File: src/rtl/sram_req_arbiter_pkg.sv
// Shared types and constants for the SRAM-like request arbiter.
// Holds the size-field width, the source tags stored in the tag FIFO,
// the arbiter FSM state encodings and the packed request payload.
package sram_req_arbiter_pkg;

  localparam int unsigned ARB_MAX_OUTSTANDING = 4;
  localparam int unsigned ARB_PTR_W           = 2;
  localparam int unsigned SRAM_SIZE_W         = 2;
  localparam int unsigned SRAM_ADDR_W         = 32;
  localparam int unsigned SRAM_DATA_W         = 32;
  localparam int unsigned SRAM_STRB_W         = 4;

  // Source tag recorded per accepted request
  localparam logic TAG_DATA = 1'b1;
  localparam logic TAG_INST = 1'b0;

  typedef enum logic [1:0] {
    ARB_IDLE   = 2'd0,
    ARB_HOLD_D = 2'd1,
    ARB_HOLD_I = 2'd2
  } arb_state_e;

  // Request payload carried alongside req
  typedef struct packed {
    logic                   wr;
    logic [SRAM_SIZE_W-1:0] size;
    logic [SRAM_ADDR_W-1:0] addr;
    logic [SRAM_STRB_W-1:0] wstrb;
    logic [SRAM_DATA_W-1:0] wdata;
  } sram_req_t;

endpackage

File: src/rtl/sram_req_arbiter_if.sv
// SRAM-like handshake bundle.
// master: drives req + payload, receives addr_ok/data_ok/rdata.
// slave : receives req + payload, drives addr_ok/data_ok/rdata.
interface sram_req_arbiter_if;
  import sram_req_arbiter_pkg::*;

  logic                   req;
  logic                   wr;
  logic [SRAM_SIZE_W-1:0] size;
  logic [SRAM_ADDR_W-1:0] addr;
  logic [SRAM_STRB_W-1:0] wstrb;
  logic [SRAM_DATA_W-1:0] wdata;
  logic                   addr_ok;
  logic                   data_ok;
  logic [SRAM_DATA_W-1:0] rdata;

  modport master (
    output req, wr, size, addr, wstrb, wdata,
    input  addr_ok, data_ok, rdata
  );

  modport slave (
    input  req, wr, size, addr, wstrb, wdata,
    output addr_ok, data_ok, rdata
  );

endinterface

File: src/rtl/sram_req_arbiter_tag_fifo.sv
// In-order FIFO of source tags for accepted-but-unanswered requests.
// Ports: clk, reset (sync, active-high), push/push_tag, pop,
//        full, empty, head (combinational view of the oldest entry).
// Push while full is only honoured when a pop frees the slot the same cycle;
// pop while empty is ignored.
module arb_tag_fifo #(
  parameter int unsigned DEPTH = 4,
  parameter int unsigned WIDTH = 1,
  parameter int unsigned AW    = $clog2(DEPTH)
) (
  input  logic             clk,
  input  logic             reset,
  input  logic             push,
  input  logic [WIDTH-1:0] push_tag,
  input  logic             pop,
  output logic             full,
  output logic             empty,
  output logic [WIDTH-1:0] head
);

  localparam int unsigned CW = AW + 1;

  logic [WIDTH-1:0] mem [DEPTH];
  logic [AW-1:0]    wr_ptr;
  logic [AW-1:0]    rd_ptr;
  logic [CW-1:0]    cnt;
  logic             do_push;
  logic             do_pop;

  assign full    = (cnt == CW'(DEPTH));
  assign empty   = (cnt == '0);
  assign head    = mem[rd_ptr];
  assign do_pop  = pop & ~empty;
  assign do_push = push & (~full | do_pop);

  // Pointers wrap naturally because DEPTH is a power of two
  always_ff @(posedge clk) begin
    if (reset) begin
      wr_ptr <= '0;
      rd_ptr <= '0;
      cnt    <= '0;
    end else begin
      if (do_push) wr_ptr <= wr_ptr + AW'(1);
      if (do_pop)  rd_ptr <= rd_ptr + AW'(1);
      cnt <= cnt + CW'(do_push) - CW'(do_pop);
    end
  end

  // Storage needs no reset: entries are only read after being written
  always_ff @(posedge clk) begin
    if (do_push) mem[wr_ptr] <= push_tag;
  end

endmodule

File: src/rtl/sram_req_arbiter.sv
// Shares one SRAM-like bus between the instruction and data ports.
// Ports: clk, reset (sync, active-high);
//        inst_if/data_if (slave)  - pipeline-side request ports;
//        bus_if (master)          - merged request towards the AXI bridge.
// One address handshake per cycle, data before instruction; a stalled
// request is locked until accepted. Responses are steered back using an
// in-order tag FIFO, with zero-cycle latency.
module sram_req_arbiter
  import sram_req_arbiter_pkg::*;
#(
  parameter int unsigned MAX_OUTSTANDING = ARB_MAX_OUTSTANDING,
  parameter int unsigned PTR_W           = ARB_PTR_W
) (
  input  logic                clk,
  input  logic                reset,
  sram_req_arbiter_if.slave   inst_if,
  sram_req_arbiter_if.slave   data_if,
  sram_req_arbiter_if.master  bus_if
);

  arb_state_e state;
  arb_state_e state_nxt;

  logic      reset_q;
  logic      active;
  logic      src_data;
  logic      bus_req_c;
  logic      grant;
  logic      pop;
  logic      fifo_full;
  logic      fifo_empty;
  logic      full_eff;
  logic      head_tag;
  logic      push_tag;
  sram_req_t inst_pay;
  sram_req_t data_pay;
  sram_req_t bus_pay;

  // Outputs stay quiet in the reset cycle and the one after it
  always_ff @(posedge clk) reset_q <= reset;
  assign active = ~reset & ~reset_q;

  assign inst_pay = {inst_if.wr, inst_if.size, inst_if.addr, inst_if.wstrb, inst_if.wdata};
  assign data_pay = {data_if.wr, data_if.size, data_if.addr, data_if.wstrb, data_if.wdata};

  // A response in the same cycle frees a slot for a new request
  assign pop      = active & bus_if.data_ok & ~fifo_empty;
  assign full_eff = fifo_full & ~pop;
  assign grant    = bus_req_c & bus_if.addr_ok;
  assign push_tag = src_data ? TAG_DATA : TAG_INST;

  arb_tag_fifo #(
    .DEPTH (MAX_OUTSTANDING),
    .WIDTH (1),
    .AW    (PTR_W)
  ) u_tag_fifo (
    .clk      (clk),
    .reset    (reset),
    .push     (grant),
    .push_tag (push_tag),
    .pop      (pop),
    .full     (fifo_full),
    .empty    (fifo_empty),
    .head     (head_tag)
  );

  // State register
  always_ff @(posedge clk) begin
    if (reset) state <= ARB_IDLE;
    else       state <= state_nxt;
  end

  // Next state: lock the source while the bridge stalls
  always_comb begin
    state_nxt = state;
    case (state)
      ARB_IDLE: begin
        if (bus_req_c & ~bus_if.addr_ok)
          state_nxt = src_data ? ARB_HOLD_D : ARB_HOLD_I;
      end
      ARB_HOLD_D,
      ARB_HOLD_I: begin
        if (bus_if.addr_ok) state_nxt = ARB_IDLE;
      end
      default: state_nxt = ARB_IDLE;
    endcase
  end

  // Outputs: source select, request mux, grants and response demux
  always_comb begin
    src_data        = 1'b0;
    bus_req_c       = 1'b0;
    bus_pay         = '0;
    inst_if.addr_ok = 1'b0;
    data_if.addr_ok = 1'b0;
    inst_if.data_ok = 1'b0;
    data_if.data_ok = 1'b0;
    inst_if.rdata   = '0;
    data_if.rdata   = '0;

    case (state)
      ARB_IDLE: begin
        src_data  = data_if.req;
        bus_req_c = active & (inst_if.req | data_if.req) & ~full_eff;
      end
      ARB_HOLD_D: begin
        src_data  = 1'b1;
        bus_req_c = active;
      end
      ARB_HOLD_I: begin
        src_data  = 1'b0;
        bus_req_c = active;
      end
      default: begin
        src_data  = 1'b0;
        bus_req_c = 1'b0;
      end
    endcase

    if (bus_req_c) bus_pay = src_data ? data_pay : inst_pay;

    data_if.addr_ok = bus_req_c & bus_if.addr_ok & src_data;
    inst_if.addr_ok = bus_req_c & bus_if.addr_ok & ~src_data;

    if (pop) begin
      if (head_tag == TAG_DATA) begin
        data_if.data_ok = 1'b1;
        data_if.rdata   = bus_if.rdata;
      end else begin
        inst_if.data_ok = 1'b1;
        inst_if.rdata   = bus_if.rdata;
      end
    end
  end

  assign bus_if.req   = bus_req_c;
  assign bus_if.wr    = bus_pay.wr;
  assign bus_if.size  = bus_pay.size;
  assign bus_if.addr  = bus_pay.addr;
  assign bus_if.wstrb = bus_pay.wstrb;
  assign bus_if.wdata = bus_pay.wdata;

  // A response with nothing outstanding is a bridge protocol error
  always_ff @(posedge clk) begin
    if (active && bus_if.data_ok)
      assert (!fifo_empty)
      else $warning("sram_req_arbiter: bus data_ok with no outstanding request ignored");
  end

endmodule
File: src/flat_wrapper.sv
// flat-port wrapper written by rule: the top's interface ports become plain ports
module sram_req_arbiter_flat import sram_req_arbiter_pkg::*;
#(
  parameter int unsigned MAX_OUTSTANDING = ARB_MAX_OUTSTANDING,
  parameter int unsigned PTR_W           = ARB_PTR_W
)
  (clk, reset, inst_if_req, inst_if_wr, inst_if_size, inst_if_addr, inst_if_wstrb, inst_if_wdata, inst_if_addr_ok, inst_if_data_ok, inst_if_rdata, data_if_req, data_if_wr, data_if_size, data_if_addr, data_if_wstrb, data_if_wdata, data_if_addr_ok, data_if_data_ok, data_if_rdata, bus_if_req, bus_if_wr, bus_if_size, bus_if_addr, bus_if_wstrb, bus_if_wdata, bus_if_addr_ok, bus_if_data_ok, bus_if_rdata);
  sram_req_arbiter_if inst_if_i ();
  sram_req_arbiter_if data_if_i ();
  sram_req_arbiter_if bus_if_i ();
  input  logic clk;
  input  logic reset;
  input wire logic [$bits(inst_if_i.req)-1:0] inst_if_req;
  input wire logic [$bits(inst_if_i.wr)-1:0] inst_if_wr;
  input wire logic [$bits(inst_if_i.size)-1:0] inst_if_size;
  input wire logic [$bits(inst_if_i.addr)-1:0] inst_if_addr;
  input wire logic [$bits(inst_if_i.wstrb)-1:0] inst_if_wstrb;
  input wire logic [$bits(inst_if_i.wdata)-1:0] inst_if_wdata;
  output wire logic [$bits(inst_if_i.addr_ok)-1:0] inst_if_addr_ok;
  output wire logic [$bits(inst_if_i.data_ok)-1:0] inst_if_data_ok;
  output wire logic [$bits(inst_if_i.rdata)-1:0] inst_if_rdata;
  input wire logic [$bits(data_if_i.req)-1:0] data_if_req;
  input wire logic [$bits(data_if_i.wr)-1:0] data_if_wr;
  input wire logic [$bits(data_if_i.size)-1:0] data_if_size;
  input wire logic [$bits(data_if_i.addr)-1:0] data_if_addr;
  input wire logic [$bits(data_if_i.wstrb)-1:0] data_if_wstrb;
  input wire logic [$bits(data_if_i.wdata)-1:0] data_if_wdata;
  output wire logic [$bits(data_if_i.addr_ok)-1:0] data_if_addr_ok;
  output wire logic [$bits(data_if_i.data_ok)-1:0] data_if_data_ok;
  output wire logic [$bits(data_if_i.rdata)-1:0] data_if_rdata;
  output wire logic [$bits(bus_if_i.req)-1:0] bus_if_req;
  output wire logic [$bits(bus_if_i.wr)-1:0] bus_if_wr;
  output wire logic [$bits(bus_if_i.size)-1:0] bus_if_size;
  output wire logic [$bits(bus_if_i.addr)-1:0] bus_if_addr;
  output wire logic [$bits(bus_if_i.wstrb)-1:0] bus_if_wstrb;
  output wire logic [$bits(bus_if_i.wdata)-1:0] bus_if_wdata;
  input wire logic [$bits(bus_if_i.addr_ok)-1:0] bus_if_addr_ok;
  input wire logic [$bits(bus_if_i.data_ok)-1:0] bus_if_data_ok;
  input wire logic [$bits(bus_if_i.rdata)-1:0] bus_if_rdata;
  assign inst_if_i.req = inst_if_req;
  assign inst_if_i.wr = inst_if_wr;
  assign inst_if_i.size = inst_if_size;
  assign inst_if_i.addr = inst_if_addr;
  assign inst_if_i.wstrb = inst_if_wstrb;
  assign inst_if_i.wdata = inst_if_wdata;
  assign inst_if_addr_ok = inst_if_i.addr_ok;
  assign inst_if_data_ok = inst_if_i.data_ok;
  assign inst_if_rdata = inst_if_i.rdata;
  assign data_if_i.req = data_if_req;
  assign data_if_i.wr = data_if_wr;
  assign data_if_i.size = data_if_size;
  assign data_if_i.addr = data_if_addr;
  assign data_if_i.wstrb = data_if_wstrb;
  assign data_if_i.wdata = data_if_wdata;
  assign data_if_addr_ok = data_if_i.addr_ok;
  assign data_if_data_ok = data_if_i.data_ok;
  assign data_if_rdata = data_if_i.rdata;
  assign bus_if_req = bus_if_i.req;
  assign bus_if_wr = bus_if_i.wr;
  assign bus_if_size = bus_if_i.size;
  assign bus_if_addr = bus_if_i.addr;
  assign bus_if_wstrb = bus_if_i.wstrb;
  assign bus_if_wdata = bus_if_i.wdata;
  assign bus_if_i.addr_ok = bus_if_addr_ok;
  assign bus_if_i.data_ok = bus_if_data_ok;
  assign bus_if_i.rdata = bus_if_rdata;
  sram_req_arbiter #(.MAX_OUTSTANDING(MAX_OUTSTANDING), .PTR_W(PTR_W)) u_core (.clk(clk), .reset(reset), .inst_if(inst_if_i), .data_if(data_if_i), .bus_if(bus_if_i));
endmodule
File: config.mk
export PLATFORM = sky130hd
export DESIGN_NAME = sram_req_arbiter_flat
export DESIGN_NICKNAME = d
export VERILOG_FILES = /design/src/rtl/sram_req_arbiter_pkg.sv /design/src/rtl/sram_req_arbiter_if.sv /design/src/rtl/sram_req_arbiter_tag_fifo.sv /design/src/rtl/sram_req_arbiter.sv /design/src/flat_wrapper.sv
export SDC_FILE = /design/constraint.sdc
export NUM_CORES = 1
export LEC_CHECK = 0
export CORE_AREA = 2 2 126 128
export CTS_CLUSTER_DIAMETER = 150
export DETAILED_ROUTE_END_ITERATION = 12
export DIE_AREA = 0 0 128 130
export PLACE_DENSITY = 0.65
export SLEW_MARGIN = 40
export SYNTH_ARGS = -nofsm -noshare
export SYNTH_HDL_FRONTEND = slang
export SYNTH_SLANG_ARGS = --single-unit
File: constraint.sdc
create_clock -name clk -period 7.5 [get_ports clk]
set_clock_uncertainty 0.1 [all_clocks]
set_input_delay 0.75 -clock clk [delete_from_list [all_inputs] [get_ports clk]]
set_output_delay 0.75 -clock clk [all_outputs]
set_load 0.05 [all_outputs]
After elaboration in Yosys (flattened, before gate mapping)
Memories as Yosys holds them, arrays and structs flattened. A register that Yosys moved wholly into a read port is not among the register bits. Cells that the tools add are included.

$add $sub $neg: 4. Mux-type cells: 21. Reductions and logical operators: 4. Equality and inequality tests: 5. Bitwise logic cells: 22.

Operators with widths (number): $mux 71 (2); $mux 32 (4); $and 1x1->1 (12); $mux 2 (5); $not 1->1 (8); $mux 1 (7); $add 2x1->2 const B (2); $ne 2x1->1 const B (2); $pmux 1 s2 (2); $pmux 2 s2 (1); $add 3x1->3 (1); $eq 3x3->1 const B (1); $logic_not 3->1 (1); $sub 3x1->3 (1); $eq 2x1->1 const B (1); $eq 2x2->1 const B (1); $logic_not 2->1 (1); $or 1x1->1 (2); $reduce_and 2->1 (1); $reduce_or 2->1 (1).

Input port bits: 180. Register bits: 10. Output and inout bits: 140. Logic and storage cells: 62. Bits in writable memories: 4. Memories: 1.

Memories: u_core.u_tag_fifo.mem (depth 4, width 1, read ports 1, clocked after memory_dff 1, wr ports 1, line sram_req_arbiter_tag_fifo.sv:23) `logic [WIDTH-1:0] mem [DEPTH];`.

Longest topological paths before layout
Gate-level depths: netlist of the first run.

Word-level depth: 13. Mapped depth: 12. Mapped depth without buffers: 12.

Cells and area by module
Synthesis of the first run repeated with hierarchy kept, for this count alone.

Cells, all modules: 326. Area total of the unflattened synthesis: 2622.5 µm².

Modules (own cells, without submodules): sram_req_arbiter (times used 1, area each 2004.4 µm², seq. area each 60.1 µm², cells an instance 274); arb_tag_fifo (times used 1, area each 618.1 µm², seq. area each 300.3 µm², cells an instance 52).

Worst setup path before layout of the first run
OpenSTA, ideal clock, no wires.

Path kind: input to output. Start point: in reset. End point: out data_if_addr_ok. Required time: 6.650 ns. Arrival time: 3.208 ns. Stages: 6. Setup slack: 3.442 ns. Buffers on the path: 3. Path through: buf_2 > or3b_1 > clkbuf_1 > a22o_1 > buf_6 > nor4_1.

Longest elaborated chain between the ends: 11. Elaborated cells between the ends (all ways): 12. Those cells by class: mux (1); bitwise (11).

Ends and longest elaborated chain: start: declaration (line flat_wrapper.sv:12) `input logic reset;`; $not 1->1 * (line sram_req_arbiter.sv:41) `assign active = ~reset & ~reset_q;`; $and 1x1->1 * (line sram_req_arbiter.sv:41); $and 1x1->1 (2 in a row) (line sram_req_arbiter.sv:47) `assign pop = active & bus_if.data_ok & ~fifo_empty;`; $not 1->1 (line sram_req_arbiter.sv:48) `assign full_eff = fifo_full & ~pop;`; $and 1x1->1 (line sram_req_arbiter.sv:48); $not 1->1 (line sram_req_arbiter.sv:104) `bus_req_c = active & (inst_if.req | data_if.req) & ~full_eff;`; $and 1x1->1 (line sram_req_arbiter.sv:104); $pmux 1 s2 * (line sram_req_arbiter.sv:101) `case (state)`; $and 1x1->1 * (2 in a row) (line sram_req_arbiter.sv:122) `data_if.addr_ok = bus_req_c & bus_if.addr_ok & src_data;`; end: declaration (line flat_wrapper.sv:28) `output wire logic [$bits(data_if_i.addr_ok)-1:0] data_if_addr_ok;`.

Mark *: on every way between the ends. The rest lies on a longest branch, timed or not.

Worst setup path in the final report of the first run
Same ends and word-level chain as after synthesis.

==> results of run 1 <==
==> area by class of cell <==
cell class,count,area [um2],area share
multi-input combinational,265,2300,0.363
timing repair buffer,325,3310,0.522
clock buffer,3,75.1,0.0119
inverter,11,41.3,0.00652
sequential,16,360,0.0569
tap,192,240,0.0379
antenna,2,5.00,0.000790
clock inverter,1,3.75,0.000593
==> per-layer routing <==
metal | wire length (um) | vias to the layer above | track usage | share of wire
met1 | 5140 | 1592 | 0.162 | 0.37
met2 | 7310 | 193 | 0.290 | 0.53
met4 | 128 | 0 | 0.0297 | 0.0093
met3 | 1260 | 7 | 0.0361 | 0.091
li1 | - | 1791 | - | -
met5 | 0 | - | 0 | 0
==> through the flow <==
stage / hold WS, ns / total power [uW] / util / setup slack [ns] / cell area (um2)
floorplan: 0.327 / 371 / - / 3.44 / 2880
global placement: 0.348 / 535 / 0.399 / 2.96 / 6150
detailed placement: 0.363 / 554 / 0.405 / 2.91 / 6250
CTS: 0.369 / 661 / 0.410 / 2.88 / 6330
global route: 0.393 / 685 / 0.411 / 2.75 / 6330
finish: 0.366 / 655 / 0.411 / 2.89 / 6330
==> power by group through the flow <==
stage / Sequential [uW] / Combinational, uW / Clock [uW]
floorplan: 98.4 / 273 / 0
global placement: 99.0 / 436 / 0
detailed placement: 99.6 / 455 / 0
CTS: 97.9 / 457 / 106
global route: 98.7 / 478 / 108
finish: 98.1 / 454 / 104
==> synthesized netlist by cell type (all sizes together), types with 3 or more instances <==
library cell   n  area [um2]
clkbuf        14        52.6
nor4b          3        38.8
ha             9         113
and2           4        25.0
buf           25         156
nor2           7        26.3
and3          64         400
mux2i         78         781
inv           11        41.3
dfxtp         12         240
nor3          74         666
edfxtp         4         120
a21oi          3        15.0
==> how the worst max path moves through the flow <==
| stage | from | end | cells after the start |
|---|---|---|---|
| floorplan | reset | data_if_addr_ok | 6 |
| global placement | reset | bus_if_size[0] | 5 |
| global route | reset | bus_if_wdata[0] | 7 |
| detailed placement | reset | data_if_addr_ok | 7 |
| CTS | reset | data_if_addr_ok | 7 |
| finish | reset | data_if_addr_ok | 7 |
==> kinds of logic (layout without fill, tap and decap cells) <==
logic type,Yosys count,in the layout,synth area share
fa+ha+maj,10,10,0.0461
flops,16,16,0.125
compound gates,9,9,0.0265
other cells,0,2,0
simple gates,164,164,0.430
mux,80,80,0.279
buf+inv,50,340,0.0870
xor+xnor,2,2,0.00609
==> worst max-delay path: stages <==
cell and delay (ns):
clkdlybuf4s50_1 0.57, or3b_1 0.55, a22o_4 0.39, buf_12 0.21
buf_12 0.20, nor4_1 0.20, clkdlybuf4s50_1 0.85
==> key figures, run 1 <==
Run status
  • Status: completed

Detailed routing
  • Initial DRC Count: 46
  • Routed vias/inst: 4.40
  • Post-route DRC: 0
  • Routed wire length per instance: 17.0 um
  • Final wirelength: 13.8 mm
  • Pre-antenna DRT Iters: 4
  • Final antenna-violating net count: 0
  • Via count: 3,583

Clocking
  • Post-CTS Hold Buffers: 0
  • Worst-path clk slew: 0.05 ns
  • Root Driver: clkbuf_16
  • Worst-Skew Late Latency: 0.25 ns
  • CTS Buffer Depth: 2
  • H-tree depth: 1
  • Cts bufs inserted: 3
  • Post-cts resize count: 0
  • Post-CTS Setup Inserts: 0
  • TritonCTS clock tree: built
  • Clk sink count: 16

Floorplanning
  • Initial Util: 0.186
  • Die Height: 130 um
  • Io pins: 320
  • Die width: 128 um
  • Area of the core: 15,400 um2
  • Die ar.: 16,600 um2
  • Rows: 46

Global route
  • Total GRT Usage: 0.148
  • Total grt overflow: 0
  • Vias in the first global route: 3,492
  • First-pass GRT wire length: 19.3 mm
  • Initial antenna violation count: 2
  • Largest net degree at the start of global routing: 73

Worst hold path
  • Worst Hold Endpoint: u_core.u_tag_fifo.rd_ptr[1]$_SDFFE_PP0P_
  • Min-Delay Path Class: reg -> reg
  • Hold path depth: 1
  • Hold_sp: u_core.u_tag_fifo.rd_ptr[1]$_SDFFE_PP0P_

Power and ir drop
  • LEAKAGE: 0.00257 uW
  • PwrDens: 103 nW/um2
  • Flop pwr share: 0.150
  • Part of the power in combinational logic: 0.692
  • Internal Pwr Total: 364 uW
  • Worst ir drop on vdd: 0.0612 mV
  • Switch Pwr: 291 uW
  • Clock group share of total power: 0.158
  • Sw frac: 0.444

Placement
  • Final RePlAce weighted congestion: 0.800
  • I/O Buffers: 319
  • Dpl hpwl: 11.7 mm
  • Dpl cells: 809

Run
  • Maxcap violations: 0

Synthesis
  • Asr flop ratio synth: 0
  • Mapped Cells: 331
  • Synth Warn #: 0
  • Synthesized area: 2880 um2
  • Seq/Total Area, Yosys: 0.125
  • Netlist cell types: 36
  • Register bit total from synthesis: 16
  • Count of flip-flops with a built-in enable after synthesis: 4
  • Syn nets: 521
  • Mean Syn Cell Area: 8.69 um2
  • Main flop type after synthesis: dfxtp_1

STA
  • Rel. slew slack: 0.495
  • RSZ-0062 raised after global routing: false
  • Endpoints failing setup: 0
  • Max-slew violation count: 0
  • Tmin final: 4.61 ns
  • Final TNS setup: 0 ns
  • Final number of hold-violating endpoints: 0
  • Tcrit/Tclk final: 0.615
  • Slew @ Worst Pin: 0.742 ns
  • Max Fclk: 217 MHz

Worst setup path
  • Arr. time, crit path: 3.76 ns
  • Crit path required time: 6.65 ns
  • WS Path Type: in -> out
  • Worst R2R Setup Slack: 4.47 ns
  • Crit path capture type: primary output
  • RR Endpoint: u_core.u_tag_fifo.cnt[2]$_SDFF_PP0_
  • Critical path fanouts, max: 35
  • Reg2reg start: u_core.state[0]$_SDFFE_PP0P_
  • R2R cell count: 11
  • CP startpoint kind: primary input

Final layout
  • Most common cell after layout, fill and taps aside: clkdlybuf4s50_1
  • Layout cells sized above 1: 0.126
  • Fillers: 1,524
  • Layout area overhead: 120%
  • Fin cells: 815
  • Commonest non-fill, non-tap cells in the layout: clkdlybuf4s50_1 (319), mux2i_1 (77), and3_1 (64), nor3_2 (59), nor3_1 (15)
  • Final #Nets: 812
No activity file was read; power rests on OpenSTA's default activity.
==> run 2, diff against run 1 <==
--- a/config.mk
+++ b/config.mk
@@ -5,11 +5,11 @@
 export SDC_FILE = /design/constraint.sdc
 export NUM_CORES = 1
 export LEC_CHECK = 0
-export CORE_AREA = 2 2 126 128
+export CORE_AREA = 2 2 125 127
 export CTS_CLUSTER_DIAMETER = 150
 export DETAILED_ROUTE_END_ITERATION = 12
-export DIE_AREA = 0 0 128 130
-export PLACE_DENSITY = 0.65
+export DIE_AREA = 0 0 127 129
+export PLACE_DENSITY = 0.68
 export SLEW_MARGIN = 40
 export SYNTH_ARGS = -nofsm -noshare
 export SYNTH_HDL_FRONTEND = slang
==> constraint.sdc (replaced) <==
create_clock -name clk -period 4.2 [get_ports clk]
set_clock_uncertainty 0.1 [all_clocks]
set_input_delay 0.42 -clock clk [delete_from_list [all_inputs] [get_ports clk]]
set_output_delay 0.42 -clock clk [all_outputs]
set_load 0.05 [all_outputs]
==> key figures, run 2 (synthesis gave the netlist of run 1 again) <==
Run status
  • Status: completed

STA
  • Slew @ Worst Pin: 0.726 ns (-0.0154 ns)
  • Max Fclk: 269 MHz
  • Final hold slack: 0.359 ns (-0.00707 ns)
  • RSZ-0062 raised after global routing: false
  • Max-slew violation count: 0 (unchanged)
  • Endpoints failing setup: 0 (unchanged)
  • Final TNS setup: 0 ns (unchanged)
  • Tmin final: 3.72 ns
  • Rel. slew slack: 0.515 (+0.0198)
  • Final number of hold-violating endpoints: 0 (unchanged)
  • Tcrit/Tclk final: 0.886

Placement
  • Dpl cells: 810 (+0.12%)
  • I/O Buffers: 319 (unchanged)
  • Cell Area, Placed: 6200 um2 (-0.86%)
  • Final RePlAce weighted congestion: 0.837 (+4.7%)
  • Dpl hpwl: 11.4 mm (-2.0%)

Detailed routing
  • Routed wire length per instance: 16.7 um (-1.8%)
  • Met2 Routed Length: 6.89 mm (-5.7%)
  • Routed vias/inst: 4.45 (+1.1%)
  • Initial DRC Count: 105 (+130%)
  • Routed met3 length: 1.48 mm (+17%)
  • Post-route DRC: 0 (unchanged)
  • Top routing layer used: met4
  • Final antenna-violating net count: 0 (unchanged)
  • Final wirelength: 13.6 mm (-1.6%)
  • Via count: 3,633 (+1.4%)
  • Pre-antenna DRT Iters: 4 (unchanged)
  • Met1 Wirelength: 5.09 mm (-1.0%)

Clocking
  • Cts bufs inserted: 3 (unchanged)
  • CTS Buffer Depth: 2 (unchanged)
  • Worst-path clk slew: 0.05 ns (about the same)
  • Root Driver: clkbuf_16
  • Post-cts resize count: 0 (unchanged)
  • Post-CTS Setup Inserts: 0 (unchanged)
  • Clk sink count: 16 (unchanged)
  • Worst-Skew Late Latency: 0.25 ns (about the same)
  • H-tree depth: 1 (unchanged)
  • Post-CTS Hold Buffers: 0 (unchanged)
  • TritonCTS clock tree: built

Global route
  • Initial antenna violation count: 3 (+1)
  • First-pass GRT wire length: 19.8 mm (+2.6%)
  • Vias in the first global route: 3,651 (+4.6%)
  • Total grt overflow: 0 (unchanged)
  • Total GRT Usage: 0.151 (+0.00329)
  • Largest net degree at the start of global routing: 66 (-9.6%)

Worst setup path
  • Crit path required time: 3.68 ns (-2.97 ns)
  • Crit path cell chain: clkdlybuf4s50_1, or3b_1, a22o_4, buf_12, nor3_1, clkdlybuf4s50_1
  • Arr. time, crit path: 3.20 ns (-0.56 ns)
  • Crit path capture type: primary output
  • Worst path most repeated cell: clkdlybuf4s50_1
  • CP startpoint kind: primary input
  • CP Buf/Inv Count: 3 (-1)
  • Slowest-stage cell, CP: clkdlybuf4s50_1
  • Worst path top cell family by delay: buffers and inverters
  • Critical path fanouts, max: 37 (+5.7%)
  • CP max stage delay: 0.84 ns (about the same)
  • WS Path Type: in -> out

Final layout
  • Commonest non-fill, non-tap cells in the layout: clkdlybuf4s50_1 (306), mux2i_1 (77), and3_1 (64), nor3_2 (59), buf_4 (22)
  • Final #Nets: 817 (+0.62%)
  • Most common cell after layout, fill and taps aside: clkdlybuf4s50_1
  • Layout cells sized above 1: 0.153 (+0.0278)
  • Final core occ: 0.420 (+0.00886)
  • Layout area overhead: 118%
  • Final design instance area without fill: 6280 um2 (-0.81%)
  • Fin cells: 817 (+0.25%)
  • Fillers: 1,469 (-3.6%)

Power and ir drop
  • LEAKAGE: 0.00260 uW (+1.2%)
  • Worst ir drop on vdd: 0.176 mV (+190%)
  • PwrDens: 184 nW/um2 (+78%)

Floorplanning
  • Rows: 45 (-2.2%)
  • Die ar.: 16,400 um2 (-1.5%)
  • Io pins: 320 (unchanged)
  • Area of the core: 15,000 um2 (-2.9%)
  • Die width: 127 um (-0.78%)
  • Initial Util: 0.192 (+0.00558)
  • Die Height: 129 um (-0.77%)

Run
  • Maxcap violations: 0 (unchanged)

Worst hold path
  • Min-Delay Path Class: reg -> reg
==> run 2: changes by cell type in the layout (fill, tap and decap cells not counted) <==
cell	previous run	this run
mux2i_2	0	1
buf_16	1	0
diode_2	2	3
mux2i_4	1	0
buf_4	1	22
buf_12	4	2
clkdlybuf4s50_1	319	306
==> run 2: area by class of cell <==
class / count / area, um2 / share of cell area
clock inverters: 1 / 3.75 / 0.000597
inverters: 11 / 41.3 / 0.00657
repair buffers: 330 / 3270 / 0.520
clock buffers: 3 / 75.1 / 0.0119
multi-input cells: 265 / 2290 / 0.365
flip-flops and latches: 16 / 360 / 0.0573
well taps: 188 / 235 / 0.0374
diodes: 3 / 7.51 / 0.00119
==> run 2: path summary, 6_finish.rpt <==
kind	startpoint	endpoint	slack, ns	cells after the start
min	u_core.u_tag_fifo.rd_ptr[1]$_SDFFE_PP0P_	u_core.u_tag_fifo.rd_ptr[1]$_SDFFE_PP0P_	0.36	1
min reg2reg	u_core.u_tag_fifo.rd_ptr[1]$_SDFFE_PP0P_	u_core.u_tag_fifo.rd_ptr[1]$_SDFFE_PP0P_	0.36	1
max reg2reg	u_core.state[0]$_SDFFE_PP0P_	u_core.u_tag_fifo.cnt[2]$_SDFF_PP0_	1.12	11
max	bus_if_data_ok	bus_if_wdata[0]	0.48	6
==> run 2: stage by stage <==
| step | setup slack, ns | power [uW] |
|---|---|---|
| 2_1_floorplan | 0.802 | 663 |
| 4_1_cts | 0.478 | 1160 |
| 3_3_place_gp | 0.510 | 968 |
| 3_5_place_dp | 0.484 | 978 |
| 6_report | 0.477 | 1160 |
| 5_1_grt | 0.358 | 1220 |
==> run 2: power breakdown <==
| group | leakage [uW] | internal (uW) | switching (uW) |
|---|---|---|---|
| Clock | 0.0000386 | 126 | 58.0 |
| Combinational | 0.00242 | 350 | 448 |
| Sequential | 0.000134 | 167 | 8.47 |
==> run 2: layer usage <==
layer | track usage | vias up
li1 | - | 1803
met1 | 0.169 | 1609
met2 | 0.276 | 211
met3 | 0.0553 | 10
met4 | 0.0362 | 0
met5 | 0 | -
==> run 3, diff against run 2 <==
--- a/config.mk
+++ b/config.mk
@@ -5,6 +5,7 @@
 export SDC_FILE = /design/constraint.sdc
 export NUM_CORES = 1
 export LEC_CHECK = 0
+export ABC_CLOCK_PERIOD_IN_PS = 4200
 export CORE_AREA = 2 2 125 127
 export CTS_CLUSTER_DIAMETER = 150
 export DETAILED_ROUTE_END_ITERATION = 12
==> results of run 3 <==
Final layout, timing and power as in run 2 (identical DEF).
